**src/rtl/idle_wake_ctrl.sv**
```systemverilog
// rtl/idle_wake_ctrl.sv - idle/wake power-state sequencer driving clock_gate set/clear
// Runs on the ungated aclk: drains the memory side, gates the core clock, and restarts it on wake.
module idle_wake_ctrl #(
    parameter int NUM_INT       = 13,
    parameter int DRAIN_STABLE  = 4,
    parameter int DRAIN_TIMEOUT = 1024,
    parameter int MIN_SLEEP     = 2,
    parameter int CNT_W         = 32
) (
    input  logic               aclk,
    input  logic               reset,
    input  logic               idle_req,
    input  logic               bus_idle,
    input  logic [NUM_INT-1:0] int_pending,
    input  logic [NUM_INT-1:0] int_enable,
    input  logic               force_wake,
    output logic               clear_clock_gate,
    output logic               set_clock_gate,
    output logic               core_sleeping,
    output logic               idle_abort,
    output logic               wake_done,
    output logic [CNT_W-1:0]   sleep_cycles
);

    localparam int DC_W = (DRAIN_TIMEOUT > 1) ? $clog2(DRAIN_TIMEOUT) : 1;
    localparam int SC_W = $clog2(DRAIN_STABLE + 1);
    localparam int SL_W = $clog2(MIN_SLEEP + 1);

    typedef enum logic [2:0] {
        ST_RUN   = 3'd0,
        ST_DRAIN = 3'd1,
        ST_GATE  = 3'd2,
        ST_SLEEP = 3'd3,
        ST_WAKE  = 3'd4
    } state_t;

    state_t            state;
    state_t            state_nxt;
    logic [DC_W-1:0]   drain_cnt;
    logic [DC_W-1:0]   drain_cnt_nxt;
    logic [SC_W-1:0]   stable_cnt;
    logic [SC_W-1:0]   stable_cnt_nxt;
    logic [SL_W-1:0]   sleep_cnt;
    logic [SL_W-1:0]   sleep_cnt_nxt;
    logic [SL_W-1:0]   sleep_cnt_inc;

    logic              wake;
    logic              drain_timeout;
    logic              drain_stable;
    logic              sleep_min_met;

    logic              clear_nxt;
    logic              set_nxt;
    logic              sleeping_nxt;
    logic              abort_nxt;
    logic              done_nxt;
    logic [CNT_W-1:0]  sleep_cycles_nxt;

    assign wake          = (|(int_pending & int_enable)) | force_wake;
    assign drain_timeout = (drain_cnt == DC_W'(DRAIN_TIMEOUT - 1));
    assign drain_stable  = bus_idle && (stable_cnt == SC_W'(DRAIN_STABLE - 1));
    // sleep_cnt_inc counts the current SLEEP cycle too, so MIN_SLEEP cycles of SLEEP are guaranteed
    assign sleep_cnt_inc = (sleep_cnt == SL_W'(MIN_SLEEP)) ? sleep_cnt : sleep_cnt + SL_W'(1);
    assign sleep_min_met = (sleep_cnt_inc == SL_W'(MIN_SLEEP));

    always_ff @(posedge aclk) begin
        if (reset) begin
            state            <= ST_RUN;
            drain_cnt        <= '0;
            stable_cnt       <= '0;
            sleep_cnt        <= '0;
            clear_clock_gate <= 1'b0;
            set_clock_gate   <= 1'b0;
            core_sleeping    <= 1'b0;
            idle_abort       <= 1'b0;
            wake_done        <= 1'b0;
            sleep_cycles     <= '0;
        end else begin
            state            <= state_nxt;
            drain_cnt        <= drain_cnt_nxt;
            stable_cnt       <= stable_cnt_nxt;
            sleep_cnt        <= sleep_cnt_nxt;
            clear_clock_gate <= clear_nxt;
            set_clock_gate   <= set_nxt;
            core_sleeping    <= sleeping_nxt;
            idle_abort       <= abort_nxt;
            wake_done        <= done_nxt;
            sleep_cycles     <= sleep_cycles_nxt;
        end
    end

    always_comb begin
        state_nxt      = state;
        drain_cnt_nxt  = drain_cnt;
        stable_cnt_nxt = stable_cnt;
        sleep_cnt_nxt  = sleep_cnt;
        case (state)
            ST_RUN: begin
                drain_cnt_nxt  = '0;
                stable_cnt_nxt = '0;
                if (idle_req) begin
                    state_nxt = ST_DRAIN;
                end
            end
            ST_DRAIN: begin
                drain_cnt_nxt  = drain_cnt + DC_W'(1);
                stable_cnt_nxt = bus_idle ? stable_cnt + SC_W'(1) : '0;
                // a wake during drain abandons the idle rather than gating and waking at once
                if (wake || drain_timeout) begin
                    state_nxt = ST_RUN;
                end else if (drain_stable) begin
                    state_nxt = ST_GATE;
                end
            end
            ST_GATE: begin
                sleep_cnt_nxt = '0;
                state_nxt     = ST_SLEEP;
            end
            ST_SLEEP: begin
                sleep_cnt_nxt = sleep_cnt_inc;
                if (wake && sleep_min_met) begin
                    state_nxt = ST_WAKE;
                end
            end
            ST_WAKE: begin
                state_nxt = ST_RUN;
            end
            default: begin
                state_nxt = ST_RUN;
            end
        endcase
    end

    always_comb begin
        clear_nxt        = (state == ST_GATE) || (state == ST_SLEEP);
        sleeping_nxt     = (state == ST_GATE) || (state == ST_SLEEP);
        set_nxt          = (state == ST_WAKE);
        done_nxt         = (state == ST_WAKE);
        abort_nxt        = (state == ST_DRAIN) && (wake || drain_timeout);
        sleep_cycles_nxt = sleep_cycles;
        if ((state == ST_SLEEP) && !(&sleep_cycles)) begin
            sleep_cycles_nxt = sleep_cycles + CNT_W'(1);
        end
    end

endmodule

```
**config.mk**
```make
export PLATFORM = sky130hd
export DESIGN_NAME = idle_wake_ctrl
export DESIGN_NICKNAME = d
export VERILOG_FILES = /design/src/rtl/idle_wake_ctrl.sv
export SDC_FILE = /design/constraint.sdc
export NUM_CORES = 1
export LEC_CHECK = 0
export BUFFER_PORTS_ARGS = -buffer_cell sky130_fd_sc_hd__buf_2
export CORE_MARGIN = 8
export CORE_UTILIZATION = 28
export CTS_CLUSTER_DIAMETER = 100
export DETAILED_ROUTE_END_ITERATION = 7
export PLACE_DENSITY = 0.45
export SLEW_MARGIN = 0
export SYNTH_ARGS = -nofsm -noshare
export SYNTH_HDL_FRONTEND = slang
export SYNTH_SLANG_ARGS = --single-unit
```
**constraint.sdc**
```tcl
create_clock -name aclk -period 2.3 [get_ports aclk]
set_input_delay 0.46 -clock aclk [delete_from_list [all_inputs] [get_ports aclk]]
set_output_delay 0.46 -clock aclk [all_outputs]
set_load 0.03 [all_outputs]
```
==> After elaboration in Yosys (flattened, before gate mapping) <==
Cells that the tools add are included.
{ "op_classes": {"shifts": 0, "mul": 0, "n_mux": 10, "bitwise_logic": 2, "div_mod_pow": 0, "reduce_logical": 13, "eq_ne": 11, "add_sub_neg": 4, "magnitude_cmp": 0} }
{ "ops": {"columns": ["cell", "n"], "rows": [
  ["$add A32 B1 Y32 const B", 1],
  ["$reduce_and A32 Y1", 1],
  ["$pmux W10 S2", 1],
  ["$mux W3", 5],
  ["$and A13 B13 Y13", 1],
  ["$reduce_or A13 Y1", 1],
  ["$pmux W3 S4", 1],
  ["$add A10 B1 Y10 const B", 1],
  ["$eq A10 B10 Y1 const B", 1],
  ["$eq A3 B2 Y1 const B", 3],
  ["$pmux W3 S2", 1],
  ["$eq A2 B2 Y1 const B", 2],
  ["$logic_and A1 B1 Y1", 4],
  ["$ne A2 B2 Y1 const B", 2],
  ["$pmux W2 S2", 1],
  ["$reduce_bool A2 Y1", 2],
  ["$add A3 B1 Y3 const B", 1],
  ["$eq A3 B1 Y1 const B", 1],
  ["$eq A3 B3 Y1 const B", 1],
  ["$logic_not A3 Y1", 1],
  ["$ne A3 B3 Y1 const B", 1],
  ["$reduce_and A3 Y1", 1],
  ["$add A2 B1 Y2 const B", 1],
  ["$logic_or A1 B1 Y1", 2],
  ["other kinds (3)", 3]
]} }
{ "word_totals": {"wordCells": 48, "out_inout_bits": 37, "n_memories": 0, "inputBits": 31, "ramBits": 0, "register_bits": 53, "latch_bits": 0, "romBits": 0} }

==> Depth between registers and ports, before layout <==
Gate-level depths: netlist (run 1).
{ "depth": {"depth_word": 6, "mapped_depth": 8, "ltp_nobuf": 6} }

==> Worst setup path before layout (run 1) <==
OpenSTA, ideal clock, no wires.
{ "synth_timing": {"kind": "flip-flop to flip-flop", "startpoint": "reg sleep_cycles[0]", "endpoint": "reg sleep_cycles[14]", "t_required_ps": 2177, "arrival_ps": 2076, "setup_slack_ps": 100, "path_buffers": 1, "synth_period_minus_slack_ps": 2200, "setup_time_ps": 123, "path_stages_with_launch": 8, "cell_sequence": "dfxtp_1 > ha_1 > and3_1 > and4_4 > buf_4 > a211oi_1 > and4_1 > mux2_1"} }
{ "synth_between": {"elab_chain_cells": 3, "elab_cells_between_ends": 4, "classes_between": "add/sub: 1; reduce/logical: 3"} }
{ "synth_rtl": {"columns": ["element", "line", "rtl"], "rows": [
  ["from (decl)", "22", "output logic [CNT_W-1:0] sleep_cycles"],
  ["from (signal assigned)", "88", "sleep_cycles <= sleep_cycles_nxt;"],
  ["parallel branches: the longest is 3 deep, another holds $add A32 B1 Y32", null, null]
]} }
Parallel ways; which one is timed is not known.
A chain may end at the register's enable or synchronous reset.

==> Final worst setup path (run 1) <==
{ "layout_timing": {"startpoint": "reg sleep_cycles[0]", "endpoint": "reg sleep_cycles[13]"} }
The elaborated chain is that of the path after synthesis.

==> results of run 1 <==
## metal layers
layer,vias to the layer above,global-route usage,routed length (um),part of all wire
met5,-,0,0,0
met4,0,0.03461,74,0.010
met3,6,0.02901,363,0.050
met2,35,0.1857,3290,0.46
met1,1160,0.1441,3483,0.48
li1,1350,-,-,-
## where the power goes
group	switching (W)	internal [W]
Clock	0.000323	0.000433
Sequential	0.00000228	0.000921
Combinational	0.0000483	0.0000381
## how the worst min path moves through the flow
stage,startpoint,end,cells past startpoint
after floorplan,stable_cnt[1],stable_cnt[1],2
after global placement,stable_cnt[1],stable_cnt[1],2
after detailed placement,stable_cnt[1],stable_cnt[1],2
after CTS,bus_idle,stable_cnt[1],3
after global routing,bus_idle,stable_cnt[1],3
final,bus_idle,stable_cnt[1],3
## per-stage QoR
step | cells | util | hold WS (ps) | worst slack (ps) | cell area, sq um
after floorplan | 325 | - | 435.6 | 100.3 | 2696
after global placement | 523 | 0.3392 | 445.6 | 266.4 | 3239
after detailed placement | 523 | 0.3392 | 451.8 | 239.8 | 3239
after CTS | 531 | 0.3532 | 446.0 | 271.9 | 3373
after global routing | 531 | 0.3532 | 451.9 | 142.4 | 3373
final | 531 | 0.3532 | 461.8 | 278.2 | 3373
## logic make-up (layout without fill, tap and decap cells)
| family | after synthesis | in the layout | share of synthesized area |
|---|---|---|---|
| adder cells (fa/ha/maj) | 5 | 5 | 0.02320 |
| buffers and inverters | 27 | 100 | 0.04640 |
| XOR/XNOR | 16 | 16 | 0.05197 |
| flip-flops | 53 | 53 | 0.3935 |
| AND/OR/NAND/NOR | 146 | 146 | 0.2998 |
| multiplexers | 2 | 2 | 0.008352 |
| AO/OA/AOI/OAI | 76 | 76 | 0.1768 |
## state kept, by name (all words and copies together), names as in the netlist
register,flops
idle_abort,1
stable_cnt,3
wake_done,1
drain_cnt,10
state,3
sleep_cnt,2
core_sleeping,1
sleep_cycles,32
## critical path: cells and delay by family (launching register included)
| kind | cells | cell delay, ps |
|---|---|---|
| flops | 1 | 330 |
| buf+inv | 1 | 160 |
| compound gates | 2 | 320 |
| fa+ha+maj | 1 | 230 |
| simple gates | 3 | 920 |
## final cells by class
| class | instances | area [sq um] | share of cell area |
|---|---|---|---|
| inverters | 9 | 33.78 | 0.01001 |
| clock buffers | 5 | 68.82 | 0.02040 |
| repair buffers | 83 | 467.9 | 0.1387 |
| well taps | 133 | 166.4 | 0.04933 |
| clock inverters | 3 | 65.06 | 0.01929 |
| multi-input cells | 245 | 1510 | 0.4477 |
| flip-flops and latches | 53 | 1061 | 0.3145 |
## cells in the mapped netlist, types with 2 or more instances
cell type  count
xor2_1         6
a22oi_1        6
and3_1         4
nor4_1         3
a2111oi_0      3
o21ai_1        5
or4_1          6
o2111ai_1      3
or3_1          8
clkbuf_1       9
o21ai_0        4
a21oi_1       32
a21o_1         4
nor3b_1        2
dfxtp_1       53
nand4_1       17
and2_1         2
o211ai_1       5
a31oi_1        2
ha_1           5
buf_2          3
and4_1         6
nor4_2         3
nor4b_1        2
buf_4          3
nor2_1        37
nor2b_1        2
nor3_1         6
inv_1          9
o31ai_1        6
or2_2          3
nand3_1       15
a211oi_1       3
a311oi_1       2
mux2_1         2
nand2_1       25
xnor2_1       10
==> results.md, run 1 <==
* Status: finished, final reports clean
* Die X-Extent at 114.1 um
* Main synth FF type: dfxtp_1
* Leading cell type in the layout, fill and taps excluded: buf_2
* Dominant cell type by area after synthesis: dfxtp_1
* Worst Path Required at 2540 ps
* Die Ht at 114.1 um
* Worst slew margin at 0.6319
* Netlist cell types at 46
* Fin Setup TNS at 0 ps
* Clock root cell: clkbuf_8
* Post-DR vias/cell at 4.804
* Clock sink count at 53
* Setup-failing EPs final at 0
* Clk buf depth at 2
* CP Class: flop to flop
* Synth top area share at 0.3935
* Routed Antenna Nets at 0
* Slowest cell on the critical path: or4_1
* CP max stage delay at 490 ps
* Post-DP HPWL at 5427 um
* Worst skew pair latency at 310 ps
* Mapped Area at 2696 sq um
* Critical Path Sink: sleep_cycles[13]
* Reg2Reg Setup Slack at 280 ps
* Drt drc at 0
* Post-CTS sizing at 0
* RePlAce Congestion at 0.7726
* Worst-path clk slew at 100 ps
* Syn Area/Cell at 8.296 sq um
* CP cell instances: ha_1 > and3_1 > and4_4 > a21o_1 > buf_12 > or4_1 > a21oi_1
* Initial antenna violation count at 0
* Pwr dens at 523.3 nW/um^2
* Reg-to-reg startpoint: sleep_cycles[0]
* Routed WL at 7211 um
* Post-synth EDFFs at 0
* R2r endpoint: sleep_cycles[13]
* Post-DR wirelength/cell at 13.58 um
* Port Buf Inserts at 67
* Syn Nets at 361
* # Max-Cap Violations at 0
* Die Area at 13030 sq um
* Share of layout cells above drive strength 1 at 0.2513
* Fmax at 494.6 MHz
* Largest net degree at the start of global routing at 29
* Endpoints failing hold at 0
* Total track usage at 0.1140
* Largest cells by area after synthesis: dfxtp_1, a21oi_1, nor2_1, nand4_1, nand2_1
* Nets at 433
* Static leakage at 1.317 nW
* Vias in the first global route at 2553
* First-pass GRT wire length at 12320 um
* Crit-path max FO at 23
* Tmin final at 2022 ps
* RSZ-0062 raised after global routing: false
* Seq/Total Area, Yosys at 0.3935
* Slew Viols, Final at 0
* Critical Path AT at 2260 ps
* CP startpoint kind: flop
* FF+latch count, synth at 53
* Worst-Margin Slew at 538.3 ps
* TritonCTS clock tree: yes
* Beginning of the critical path: sleep_cycles[0]
* Row count at 36
* Yosys warns at 0
* Final period utilization at 0.8791
* Worst setup EP type: flop
* Fill count at 1052
* Peak VDD IR at 234.6 uV
* Hold Buf Count CTS at 0
* Ys async rst share at 0
* Ant. Diodes at 0
* Post-CTS setup repair buffer count at 0
* Worst-case reg-to-reg path depth at 7
* Cts bufs inserted at 5
* DRT iter0 DRCs at 112
* Via count at 2551
* Worst Skew at 12.93 ps
* Starting Density at 0.2824
* H-tree depth at 2
* Grt ovf at 0
* Tot Pwr at 0.001765 W
* Commonest cells after routing, fill and taps aside: buf_2, dfxtp_1, nor2_1
* Area Growth Syn to Fin at 25.10%
* Post-Synthesis Cells at 325
* Core area at 9549 sq um
* Pre-antenna DRT Iters at 4
* # IOs at 68
* Hold crit path type: primary input to flop
Note: power is estimated with default switching activity, not from simulation.
==> inputs of run 2 (changes only) <==
--- a/config.mk
+++ b/config.mk
@@ -10,7 +10,7 @@
 export CORE_UTILIZATION = 28
 export CTS_CLUSTER_DIAMETER = 100
 export DETAILED_ROUTE_END_ITERATION = 7
-export PLACE_DENSITY = 0.45
+export PLACE_DENSITY = 0.46
 export SLEW_MARGIN = 0
 export SYNTH_ARGS = -nofsm -noshare
 export SYNTH_HDL_FRONTEND = slang
==> constraint.sdc (replaced) <==
create_clock -name aclk -period 1.8 [get_ports aclk]
set_input_delay 0.36 -clock aclk [delete_from_list [all_inputs] [get_ports aclk]]
set_output_delay 0.36 -clock aclk [all_outputs]
set_load 0.03 [all_outputs]
==> results.md, run 2 (same netlist as run 1, synthesis figures left out) <==
* Reg with most FFs: sleep_cycles (unchanged)
* Reg-to-reg startpoint: sleep_cycles[0] (unchanged)
* CP cell instances: ha_4 > and3_4 > and4_4 > a21o_1 > buf_12 > or4_4 > a21oi_2 (was ha_1 > and3_1 > and4_4 > a21o_1 > buf_12 > or4_1 > a21oi_1)
* Vias in the first global route at 2665 (was 2553)
* R2r endpoint: sleep_cycles[15] (was sleep_cycles[13])
* Slew Viols, Final at 0 (unchanged)
* Area of the multi-input gates at 1605 sq um (was 1510 sq um)
* Worst-Margin Slew at 418.2 ps (was 538.3 ps)
* Initial antenna violation count at 0 (unchanged)
* Starting Density at 0.2824 (unchanged)
* Number of flip-flops in the largest register at 32 (unchanged)
* Area Growth Syn to Fin at 41.35% (was 25.10%)
* First-pass GRT wire length at 12650 um (was 12320 um)
* Core area at 9549 sq um (unchanged)
* Crit-path max FO at 22 (was 23)
* Port Buf Inserts at 67 (unchanged)
* Hold crit path type: primary input to flop (unchanged)
* Endpoints failing hold at 0 (unchanged)
* Row count at 36 (unchanged)
* Worst-case reg-to-reg path depth at 7 (unchanged)
* Fill count at 1052 (unchanged)
* Setup-failing EPs final at 5 (was 0)
* Post-DR vias/cell at 4.785 (was 4.804)
* # IOs at 68 (unchanged)
* Grt ovf at 0 (unchanged)
* TritonCTS clock tree: yes (unchanged)
* Pwr dens at 517.2 nW/um^2 (was 523.3 nW/um^2)
* Drt drc at 0 (unchanged)
* CP startpoint kind: flop (unchanged)
* Worst Skew at 11.95 ps (was 12.93 ps)
* Critical Path Sink: sleep_cycles[15] (was sleep_cycles[13])
* Tmin final at 1865 ps (was 2022 ps)
* Worst slew margin at 0.7212 (was 0.6319)
* Nets at 480 (was 433)
* Critical Path AT at 2110 ps (was 2260 ps)
* FF/Latch Area at 1099 sq um (was 1061 sq um)
* Fin Hold WS at 371.1 ps (was 461.8 ps)
* Die X-Extent at 114.1 um (unchanged)
* RePlAce Congestion at 0.7608 (was 0.7726)
* Failing checks: setup timing
* Routed Antenna Nets at 0 (unchanged)
* Clock sink count at 53 (unchanged)
* Total track usage at 0.1169 (was 0.1140)
* Worst setup EP type: flop (unchanged)
* CP Class: flop to flop (unchanged)
* Final worst slack at -64.95 ps (was 278.2 ps)
* Cts bufs inserted at 5 (unchanged)
* Commonest cells after routing, fill and taps aside: buf_2, buf_4, nor2_1 (was buf_2, dfxtp_1, nor2_1)
* Layout Utilization at 0.3991 (was 0.3532)
* Peak VDD IR at 292.2 uV (was 234.6 uV)
* Die Area at 13030 sq um (unchanged)
* Reg2Reg Setup Slack at -60 ps (was 280 ps)
* Fmax at 536.2 MHz (was 494.6 MHz)
* CP max stage delay at 510 ps (was 490 ps)
* Share of layout cells above drive strength 1 at 0.4157 (was 0.2513)
* H-tree depth at 2 (unchanged)
* Clk buf depth at 2 (unchanged)
* Clock root cell: clkbuf_8 (unchanged)
* Via count at 2766 (was 2551)
* Routed WL at 7659 um (was 7211 um)
* Worst-path clk slew at 100 ps (about the same)
* # Max-Cap Violations at 0 (unchanged)
* Static leakage at 1.566 nW (was 1.317 nW)
* Largest net degree at the start of global routing at 24 (was 29)
* Leading cell type in the layout, fill and taps excluded: buf_2 (unchanged)
* Die Ht at 114.1 um (unchanged)
* Final period utilization at 1.036 (was 0.8791)
* Slowest cell on the critical path: or4_4 (was or4_1)
* Post-DR wirelength/cell at 13.25 um (was 13.58 um)
* Worst Path Required at 2040 ps (was 2540 ps)
* Beginning of the critical path: sleep_cycles[0] (unchanged)
* Ant. Diodes at 0 (unchanged)
* Worst skew pair latency at 310 ps (about the same)
* RSZ-0062 raised after global routing: true (was false)
* Post-DP HPWL at 5806 um (was 5427 um)
* Status: complete, but fails checks (was finished, final reports clean)
* Hold Buf Count CTS at 0 (unchanged)
* Registers with the most flip-flops: sleep_cycles (32), drain_cnt (10) (unchanged)
* DRT iter0 DRCs at 118 (was 112)
* Pre-antenna DRT Iters at 4 (unchanged)
-- run 2: cell count changes in the layout (fill, tap and decap cells not counted), moves of 2 or more --
cell	before	now
dfxtp_1	53	29
or4_1	6	4
dfxtp_4	0	3
a21oi_1	32	28
dfxtp_2	0	21
bufinv_16	2	0
or4_4	0	2
nor4_1	3	1
buf_4	15	61
a21oi_2	0	4
-- run 2: report_power, final --
group          internal (W)  switching [W]  total, W
combinational     0.0000539      0.0000616  0.000115
sequential          0.00117     0.00000312   0.00118
clock              0.000272       0.000409  0.000681
-- run 2: area by class of cell --
| class | count | share of cell area |
|---|---|---|
| Sequential cell | 53 | 0.2882 |
| Tap cell | 133 | 0.04366 |
| Clock buffer | 6 | 0.01904 |
| Multi-Input combinational cell | 245 | 0.4212 |
| Clock inverter | 2 | 0.002626 |
| Timing Repair Buffer | 130 | 0.2163 |
| Inverter | 9 | 0.008864 |
-- run 2: critical path, delay by kind of cell, from the launching register on --
kind                     cells  cell delay (ps)
buffers and inverters        1              160
flip-flops                   1              370
AND/OR/NAND/NOR              3              830
AO/OA/AOI/OAI                2              290
adder cells (fa/ha/maj)      1              150
-- run 2: per-stage QoR --
step / instances / setup WS (ps) / instance area [sq um] / power, W / TNS (ps)
after floorplan: 325 / -77.87 / 2764 / 0.001258 / -101.4
after global placement: 567 / -43.48 / 3633 / 0.001319 / -71.07
after detailed placement: 567 / -56.86 / 3633 / 0.001319 / -217.0
after CTS: 575 / -91.11 / 3729 / 0.002000 / -343.9
after global routing: 578 / -122.6 / 3811 / 0.002065 / -914.1
final: 578 / -64.95 / 3811 / 0.001971 / -210.7
-- run 2: how the worst min path moves through the flow --
stage	startpoint	end	slack, ps	cells after the start
finish	bus_idle	stable_cnt[1]	370	3
global placement	stable_cnt[1]	stable_cnt[1]	450	2
floorplan	stable_cnt[1]	stable_cnt[1]	440	2
global route	bus_idle	stable_cnt[1]	370	3
CTS	bus_idle	stable_cnt[1]	360	3
detailed placement	drain_cnt[6]	drain_cnt[6]	460	2
-- run 2: per-layer routing --
layer  global-route usage  routed length [um]
met3              0.02426                 268
met4              0.03372                  64
met2               0.1897                3623
met5                    0                   0
met1               0.1524                3703
-- run 2: timing repair --
action                                  CTS  global route
setup buffers                             0             3
endpoints found under the setup margin    7            18
gates resized for setup                   2            13
pin swaps                                 3            10
